### src/rtl/pipeline_hazard_ctrl_if.sv
// Hazard-controller bundle between pipeline datapath (master) and controller (slave).
// Perf-counter signals exist only when HAZARD_PERF_CNT_EN is defined.
interface pipeline_hazard_ctrl_if #(
  parameter int NSTAGES    = 5,
  parameter int REG_ADDR_W = 5,
  parameter int CNT_W      = 32
);
  logic [REG_ADDR_W-1:0] de_rs1;
  logic [REG_ADDR_W-1:0] de_rs2;
  logic [REG_ADDR_W-1:0] ex_rd;
  logic                  ex_mem_rd;
  logic [REG_ADDR_W-1:0] mem_rd;
  logic                  mem_we;
  logic [REG_ADDR_W-1:0] wb_rd;
  logic                  wb_we;
  logic                  ex_redirect;
  logic                  mem_busy;
  logic                  pc_enable;
  logic                  pc_sel;
  logic [NSTAGES-2:0]    stg_en;
  logic [NSTAGES-2:0]    stg_fl;
  logic [1:0]            fwd_a;
  logic [1:0]            fwd_b;
`ifdef HAZARD_PERF_CNT_EN
  logic [CNT_W-1:0]      stall_cnt;
  logic [CNT_W-1:0]      flush_cnt;

  modport master (
    output de_rs1, de_rs2, ex_rd, ex_mem_rd, mem_rd, mem_we, wb_rd, wb_we,
           ex_redirect, mem_busy,
    input  pc_enable, pc_sel, stg_en, stg_fl, fwd_a, fwd_b, stall_cnt, flush_cnt
  );
  modport slave (
    input  de_rs1, de_rs2, ex_rd, ex_mem_rd, mem_rd, mem_we, wb_rd, wb_we,
           ex_redirect, mem_busy,
    output pc_enable, pc_sel, stg_en, stg_fl, fwd_a, fwd_b, stall_cnt, flush_cnt
  );
`else
  modport master (
    output de_rs1, de_rs2, ex_rd, ex_mem_rd, mem_rd, mem_we, wb_rd, wb_we,
           ex_redirect, mem_busy,
    input  pc_enable, pc_sel, stg_en, stg_fl, fwd_a, fwd_b
  );
  modport slave (
    input  de_rs1, de_rs2, ex_rd, ex_mem_rd, mem_rd, mem_we, wb_rd, wb_we,
           ex_redirect, mem_busy,
    output pc_enable, pc_sel, stg_en, stg_fl, fwd_a, fwd_b
  );
`endif
endinterface

### src/rtl/pipeline_hazard_ctrl.sv
// Hazard/flow controller for an NSTAGES in-order pipeline: post-reset drain, stalls,
// redirects, memory freezes and forwarding selects. Optional perf counters: HAZARD_PERF_CNT_EN.
module pipeline_hazard_ctrl #(
  parameter int NSTAGES    = 5,
  parameter int REG_ADDR_W = 5,
  parameter int DRAIN_CYC  = NSTAGES - 1,
  parameter int CNT_W      = 32
) (
  input  logic                   CLK,
  input  logic                   RST,
  pipeline_hazard_ctrl_if.slave  hz
);
  localparam int NB = NSTAGES - 1;
  localparam int DW = $clog2(DRAIN_CYC + 1);

  typedef enum logic [1:0] {ST_RESET, ST_DRAIN, ST_RUN} state_t;

  state_t          state_reg, state_next;
  logic [DW-1:0]   drain_cnt_reg, drain_cnt_next;
  logic [NB-1:0]   drain_fl;
  logic            load_use;

  if (NSTAGES < 3) begin : g_bad_nstages
    $error("pipeline_hazard_ctrl: NSTAGES must be >= 3");
  end
  if (DRAIN_CYC < 1) begin : g_bad_drain
    $error("pipeline_hazard_ctrl: DRAIN_CYC must be >= 1");
  end
  if (CNT_W < 1) begin : g_bad_cnt
    $error("pipeline_hazard_ctrl: CNT_W must be >= 1");
  end

  // While draining, IF/DE keeps loading so fetch output lands; every later boundary loads NOP.
  for (genvar gi = 0; gi < NB; gi++) begin : g_drain_fl
    assign drain_fl[gi] = (gi != 0);
  end

  function automatic logic [1:0] fwd_sel(
    input logic [REG_ADDR_W-1:0] rs,
    input logic [REG_ADDR_W-1:0] m_rd, input logic m_we,
    input logic [REG_ADDR_W-1:0] w_rd, input logic w_we
  );
    if (rs == '0)                 return 2'b00;
    else if (m_we && m_rd == rs)  return 2'b01;
    else if (w_we && w_rd == rs)  return 2'b10;
    else                          return 2'b00;
  endfunction

  assign load_use = hz.ex_mem_rd && (hz.ex_rd != '0) &&
                    ((hz.ex_rd == hz.de_rs1) || (hz.ex_rd == hz.de_rs2));

  always_ff @(posedge CLK) begin
    if (!RST) begin
      state_reg     <= ST_RESET;
      drain_cnt_reg <= '0;
    end else begin
      state_reg     <= state_next;
      drain_cnt_reg <= drain_cnt_next;
    end
  end

  always_comb begin
    state_next     = state_reg;
    drain_cnt_next = drain_cnt_reg;
    hz.pc_enable   = 1'b0;
    hz.pc_sel      = 1'b0;
    hz.stg_en      = '1;
    hz.stg_fl      = drain_fl;
    hz.fwd_a       = 2'b00;
    hz.fwd_b       = 2'b00;
    case (state_reg)
      ST_RESET: begin
        drain_cnt_next = '0;
        state_next     = ST_DRAIN;
      end
      ST_DRAIN: begin
        hz.pc_enable = 1'b1;
        if (drain_cnt_reg == DW'(DRAIN_CYC - 1)) state_next = ST_RUN;
        else                                     drain_cnt_next = drain_cnt_reg + 1'b1;
      end
      ST_RUN: begin
        hz.stg_fl = '0;
        hz.fwd_a  = fwd_sel(hz.de_rs1, hz.mem_rd, hz.mem_we, hz.wb_rd, hz.wb_we);
        hz.fwd_b  = fwd_sel(hz.de_rs2, hz.mem_rd, hz.mem_we, hz.wb_rd, hz.wb_we);
        if (hz.mem_busy) begin
          // Full freeze; a pending redirect stays in EX and fires once memory is ready.
          hz.stg_en = '0;
        end else if (hz.ex_redirect) begin
          hz.pc_enable    = 1'b1;
          hz.pc_sel       = 1'b1;
          hz.stg_fl[1:0]  = 2'b11;
        end else if (load_use) begin
          hz.stg_en[0] = 1'b0;
          hz.stg_fl[1] = 1'b1;
        end else begin
          hz.pc_enable = 1'b1;
        end
      end
      default: state_next = ST_RESET;
    endcase
  end

`ifdef HAZARD_PERF_CNT_EN
  logic [CNT_W-1:0] stall_cnt_reg, flush_cnt_reg;
  logic             stall_hit, flush_hit;

  assign stall_hit = (state_reg == ST_RUN) &&
                     (hz.mem_busy || (!hz.ex_redirect && load_use));
  assign flush_hit = (state_reg == ST_RUN) && !hz.mem_busy && hz.ex_redirect;

  always_ff @(posedge CLK) begin
    if (!RST) begin
      stall_cnt_reg <= '0;
      flush_cnt_reg <= '0;
    end else begin
      if (stall_hit && stall_cnt_reg != '1) stall_cnt_reg <= stall_cnt_reg + 1'b1;
      if (flush_hit && flush_cnt_reg != '1) flush_cnt_reg <= flush_cnt_reg + 1'b1;
    end
  end

  assign hz.stall_cnt = stall_cnt_reg;
  assign hz.flush_cnt = flush_cnt_reg;
`endif
endmodule

### src/flat_wrapper.sv
// flat-port wrapper written by rule: the top's interface ports become plain ports
module pipeline_hazard_ctrl_flat 
#(
  parameter int NSTAGES    = 5,
  parameter int REG_ADDR_W = 5,
  parameter int DRAIN_CYC  = NSTAGES - 1,
  parameter int CNT_W      = 32
)
  (CLK, RST, hz_de_rs1, hz_de_rs2, hz_ex_rd, hz_ex_mem_rd, hz_mem_rd, hz_mem_we, hz_wb_rd, hz_wb_we, hz_ex_redirect, hz_mem_busy, hz_pc_enable, hz_pc_sel, hz_stg_en, hz_stg_fl, hz_fwd_a, hz_fwd_b);
  pipeline_hazard_ctrl_if #(.NSTAGES(NSTAGES), .REG_ADDR_W(REG_ADDR_W), .CNT_W(CNT_W)) hz_i ();
  input  logic CLK;
  input  logic RST;
  input wire logic [$bits(hz_i.de_rs1)-1:0] hz_de_rs1;
  input wire logic [$bits(hz_i.de_rs2)-1:0] hz_de_rs2;
  input wire logic [$bits(hz_i.ex_rd)-1:0] hz_ex_rd;
  input wire logic [$bits(hz_i.ex_mem_rd)-1:0] hz_ex_mem_rd;
  input wire logic [$bits(hz_i.mem_rd)-1:0] hz_mem_rd;
  input wire logic [$bits(hz_i.mem_we)-1:0] hz_mem_we;
  input wire logic [$bits(hz_i.wb_rd)-1:0] hz_wb_rd;
  input wire logic [$bits(hz_i.wb_we)-1:0] hz_wb_we;
  input wire logic [$bits(hz_i.ex_redirect)-1:0] hz_ex_redirect;
  input wire logic [$bits(hz_i.mem_busy)-1:0] hz_mem_busy;
  output wire logic [$bits(hz_i.pc_enable)-1:0] hz_pc_enable;
  output wire logic [$bits(hz_i.pc_sel)-1:0] hz_pc_sel;
  output wire logic [$bits(hz_i.stg_en)-1:0] hz_stg_en;
  output wire logic [$bits(hz_i.stg_fl)-1:0] hz_stg_fl;
  output wire logic [$bits(hz_i.fwd_a)-1:0] hz_fwd_a;
  output wire logic [$bits(hz_i.fwd_b)-1:0] hz_fwd_b;
  assign hz_i.de_rs1 = hz_de_rs1;
  assign hz_i.de_rs2 = hz_de_rs2;
  assign hz_i.ex_rd = hz_ex_rd;
  assign hz_i.ex_mem_rd = hz_ex_mem_rd;
  assign hz_i.mem_rd = hz_mem_rd;
  assign hz_i.mem_we = hz_mem_we;
  assign hz_i.wb_rd = hz_wb_rd;
  assign hz_i.wb_we = hz_wb_we;
  assign hz_i.ex_redirect = hz_ex_redirect;
  assign hz_i.mem_busy = hz_mem_busy;
  assign hz_pc_enable = hz_i.pc_enable;
  assign hz_pc_sel = hz_i.pc_sel;
  assign hz_stg_en = hz_i.stg_en;
  assign hz_stg_fl = hz_i.stg_fl;
  assign hz_fwd_a = hz_i.fwd_a;
  assign hz_fwd_b = hz_i.fwd_b;
  pipeline_hazard_ctrl #(.NSTAGES(NSTAGES), .REG_ADDR_W(REG_ADDR_W), .DRAIN_CYC(DRAIN_CYC), .CNT_W(CNT_W)) u_core (.CLK(CLK), .RST(RST), .hz(hz_i));
endmodule
### config.mk
export PLATFORM = sky130hd
export DESIGN_NAME = pipeline_hazard_ctrl_flat
export DESIGN_NICKNAME = d
export VERILOG_FILES = /design/src/rtl/pipeline_hazard_ctrl_if.sv /design/src/rtl/pipeline_hazard_ctrl.sv /design/src/flat_wrapper.sv
export SDC_FILE = /design/constraint.sdc
export NUM_CORES = 1
export LEC_CHECK = 0
export CAP_MARGIN = 20
export CORE_ASPECT_RATIO = 1.2
export CORE_MARGIN = 10
export CORE_UTILIZATION = 38
export CTS_BUF_LIST = sky130_fd_sc_hd__clkbuf_4 sky130_fd_sc_hd__clkbuf_8 sky130_fd_sc_hd__clkbuf_16
export DETAILED_ROUTE_END_ITERATION = 8
export GPL_TIMING_DRIVEN = 0
export PLACE_DENSITY = 0.79
export SYNTH_ARGS = -nofsm -noshare
export SYNTH_HDL_FRONTEND = slang
export SYNTH_SLANG_ARGS = --single-unit
### constraint.sdc
create_clock -name CLK -period 1.7 [get_ports CLK]
set_input_delay 0.17 -clock CLK [delete_from_list [all_inputs] [get_ports CLK]]
set_output_delay 0.17 -clock CLK [all_outputs]
set_load 0.02 [all_outputs]
; ---- Word level (Yosys, flattened, before mapping)
; Index checks and enable logic that the tools add are counted.
[classes]
addsub = 1
n_eq_ne = 11
mux = 25
bitwise_logic = 1
n_reduce_logical = 14
[op_table]
columns = cell, n
row1 = $eq 5x5->1, 6
row2 = $mux 2, 10
row3 = $logic_not 5->1, 2
row4 = $mux 1, 8
row5 = $mux 4, 2
row6 = $logic_and 1x1->1, 6
row7 = $mux 3, 2
row8 = $pmux 2 s3, 1
row9 = $pmux 3 s2, 1
row10 = $reduce_bool 5->1, 1
row11 = $reduce_and 2->1, 2
row12 = $add 3x1->3 const B, 1
row13 = $eq 3x2->1 const B, 1
row14 = $eq 2x1->1 const B, 1
row15 = $eq 2x2->1 const B, 1
row16 = $logic_not 2->1, 1
row17 = $ne 2x1->1 const B, 1
row18 = $ne 2x2->1 const B, 1
row19 = $pmux 1 s2, 1
row20 = $reduce_bool 2->1, 1
row21 = $logic_or 1x1->1, 1
row22 = $not 1->1, 1
[totals]
ff_bits = 5
inputBits = 32

; ---- Longest topological paths before layout
[logic_depth]
word_depth = 7
depth_mapped = 6
depth_no_buf = 6

; ---- Least setup slack after synthesis
; OpenSTA, ideal clock, no wires.
[synth_path]
kind = reg-to-output
startpoint = reg u_core.state_reg[0]
endpoint = out hz_stg_fl[0]
arrival_time_ps = 1602
t_required_ps = 1530
setup_slack_ps = -72
stages_incl_launch_ff = 6
cell_sequence = dfxtp_1 -> inv_1 -> ha_1 -> inv_1 -> nor3_1 -> buf_4
[synth_between]
elab_chain_cells = 2
[synth_rtl]
columns = item, line
row1 = from (decl), pipeline_hazard_ctrl.sv:18  ; state_t state_reg, state_next;
row2 = from (signal assigned), pipeline_hazard_ctrl.sv:57  ; state_reg <= state_next;
row3 = $eq 2x2->1, pipeline_hazard_ctrl.sv:71  ; case (state_reg)
row4 = $mux 4, pipeline_hazard_ctrl.sv:71
row5 = to (decl), flat_wrapper.sv:26  ; output wire logic [$bits(hz_i.stg_fl)-1:0] hz_stg_fl;
; No other way between the ends.

; ---- Worst setup path in the final report
[layout_path]
startpoint = reg u_core.state_reg[0]
endpoint = out hz_fwd_b[0]
[layout_between]
elab_chain_cells = 2
[layout_rtl]
columns = item, line
row1 = $eq 2x2->1, pipeline_hazard_ctrl.sv:71
row2 = $mux 2, pipeline_hazard_ctrl.sv:71
row3 = to (decl), flat_wrapper.sv:28  ; output wire logic [$bits(hz_i.fwd_b)-1:0] hz_fwd_b;
; No other way between the ends.

==> flow_summary.yaml <==
synth:
  yosysSeqAreaShare_pct: 12.6
  synth.area.top_cells: "xnor2_1, dfxtp_1, xor2_1, ha_1, a21oi_1"
  synth.most_common_cell: "xnor2_1"
  syn_nets: 140
  syn_area_per_cell_um2: 7.73
  yosys.area.top_type: "xnor2_1"
  synthArstFlopShare_pct: 0
  synth_top_area_share_pct: 25.3
  synth_ff_type: "dfxtp_1"
  yosys_warnings: 0
  ys_types: 25
  synth_edf_count: 0
  synth_area_um2: 796
  ys_ff_latch: 5
  synth_common_cells: "xnor2_1, xor2_1, a21oi_1, inv_1"
  syn_inst: 103
run_status:
  status: "complete, no violations"
floorplan:
  fp-row-count: 18
  start_util_pct: 39.3
  die-area_um2: 4330
  die_x_um: 61.8
  ios: 46
  coreArea_um2: 2030
  die_y_um: 70.1
routing:
  vias: 904
  ant_nets: 0
  drt_iter0_drc: 18
  wl_per_cell_um: 15.0
  wirelength_um: 2640
  vias_per_cell: 5.14
  dr.pass1.iters: 4
  remaining_drc_errors: 0
worst_setup_path:
  max_stage_delay_ps: 330
  path_buf_inv: 4
  worstSetupStartpointType: "flop"
  crit_type: "flop to output port"
  slowest_stage: "dfxtp_2"
  critPathCaptureType: "output port"
  cp.required_ps: 1530
  cp_top_family: "buffers and inverters"
  crit_arrival_ps: 1480
  crit_chain: "inv_2 > ha_4 > clkinvlp_4 > buf_6 > nor3b_2 > buf_4"
  crit_path_max_fanout: 7
global_routing:
  grt_overflow_total: 0
  met1_usage_pct: 13.6
  groute.layer.met3.usage_pct: 5.42
  grt_pass1_vias: 1001
  antenna_found_initial: 0
  use_met2_pct: 19.3
  grt_usage_pct: 12.4
  grt_pass1_wl_um: 4280
  grt_max_degree: 11
  busiest_layer: "met2"
layout:
  drive_above_1_share_pct: 29.5
  largest_reg_flops: 3
  layout.nets: 194
  fillers: 192
  seqCellArea_um2: 103
  multi_input_comb_area_um2: 701
  postLayoutCellArea_um2: 1330
  syn_to_final_growth_pct: 66.5
  diodes: 0
flow_run:
  drv_cap: 0
place:
  io_buffers: 45
  place.gp.congestion: 0.924
  place_hpwl_um: 2230
  placed_area_um2: 1280
clock_tree:
  clockBufferDepth: 2
  clock_latency_ps: 250
  numClockSinks: 5
  cts_made_buffers: 3
  clk_pin_slew_worst_paths_ps: 50
  cts_tree: "built"
  clock-root-buffer: "clkbuf_4"
  ctsHtreeMaxLevel: 1
timing:
  fmaxAchievable_ghz: 0.605
  post-route-period-util_pct: 97.3
  finalWorstPathRequiredPeriod_ps: 1650
  skew_ps: 3.53
  fin_setup_tns_ps: 0
  whs_ps: 512
  finalHoldViolCount: 0
  slew_violations: 0
  tightest_slew_ps: 222
  setup_viol: 0
  rsz0062_at_grt: "yes"
  relSlewSlack_pct: 85.1
power_and_ir_drop:
  ir_worst_vdd_uv: 210
  leakage_nw: 0.542
  power.total_mw: 0.534
  power.density_nw_per_um2: 403
min_path:
  worstHoldPathType: "flop to flop"
[power breakdown]
part	total (mW)	switching [mW]	internal, mW
clock	0.159	0.0544	0.105
combinational	0.242	0.113	0.129
sequential	0.132	0.00650	0.126
[through the flow]
step	utilization [%]	instances	setup slack, ps
6_report	65.4	176	46.2
5_1_grt	65.4	176	-12.0
4_1_cts	65.6	175	-71.2
3_5_place_dp	63.0	168	-722
3_3_place_gp	63.0	168	-728
2_1_floorplan	-	103	144
[cell type report]
class | instances | share of cell area (%)
buffer | 5 | 2.64
multi-input combinational | 87 | 52.9
tap | 20 | 1.89
timing repair buffer | 49 | 30.6
clock buffer | 4 | 2.27
sequential | 5 | 7.74
inverter | 6 | 1.98
[path summary, 6_finish.rpt]
kind | start | to | slack (ps) | cells past startpoint
worst max register to register | u_core.drain_cnt_reg[0] | u_core.drain_cnt_reg[1] | 290 | 5
worst min-delay path | u_core.state_reg[1] | u_core.state_reg[1] | 510 | 2
worst max-delay path | u_core.state_reg[0] | hz_fwd_b[0] | 50 | 6
worst min register to register | u_core.state_reg[1] | u_core.state_reg[1] | 510 | 2
[kinds of logic (layout without fill, tap and decap cells)]
family | after synthesis | count (layout) | synth area share [%]
flip-flops | 5 | 5 | 12.6
multiplexers | 3 | 3 | 3.93
XOR/XNOR | 31 | 31 | 34.1
adder cells (fa/ha/maj) | 5 | 5 | 7.86
AND/OR/NAND/NOR | 35 | 35 | 24.8
AO/OA/AOI/OAI | 13 | 13 | 9.43
buffers and inverters | 11 | 64 | 7.23
[layout by cell type, fill, tap and decap left out, types with 4 or more instances in the layout]
| cell type | instances |
|---|---|
| xnor2_1 | 23 |
| buf_2 | 5 |
| xor2_1 | 8 |
| clkbuf_2 | 8 |
| nor2_1 | 5 |
| a21oi_1 | 6 |
| nor2b_1 | 4 |
| inv_1 | 4 |
| ha_1 | 4 |
| dlygate4sd2_1 | 12 |
| buf_4 | 12 |
| clkdlybuf4s50_1 | 11 |
| clkbuf_4 | 4 |
| nand3_1 | 4 |
[layer usage]
| metal | share of wire [%] | up-vias |
|---|---|---|
| li1 | - | 459 |
| met1 | 42 | 392 |
| met2 | 47 | 44 |
| met3 | 8.8 | 9 |
| met4 | 2.4 | 0 |
| met5 | 0 | - |
[repair_timing]
item / 4_1_cts / 5_1_grt
resized for setup: 77 / 28
cloned: 0 / 0
hold buffers: 0 / 0
setup buffers: 3 / 1
pin swaps: 6 / 11
endpoints found under the setup margin: 14 / 10
[worst min-delay path: stages (launching register included)]
cell and delay [ps]:
dfxtp_2 350, a21oi_1 50, nor2_1 70
Note: power is estimated with default switching activity, not from simulation.
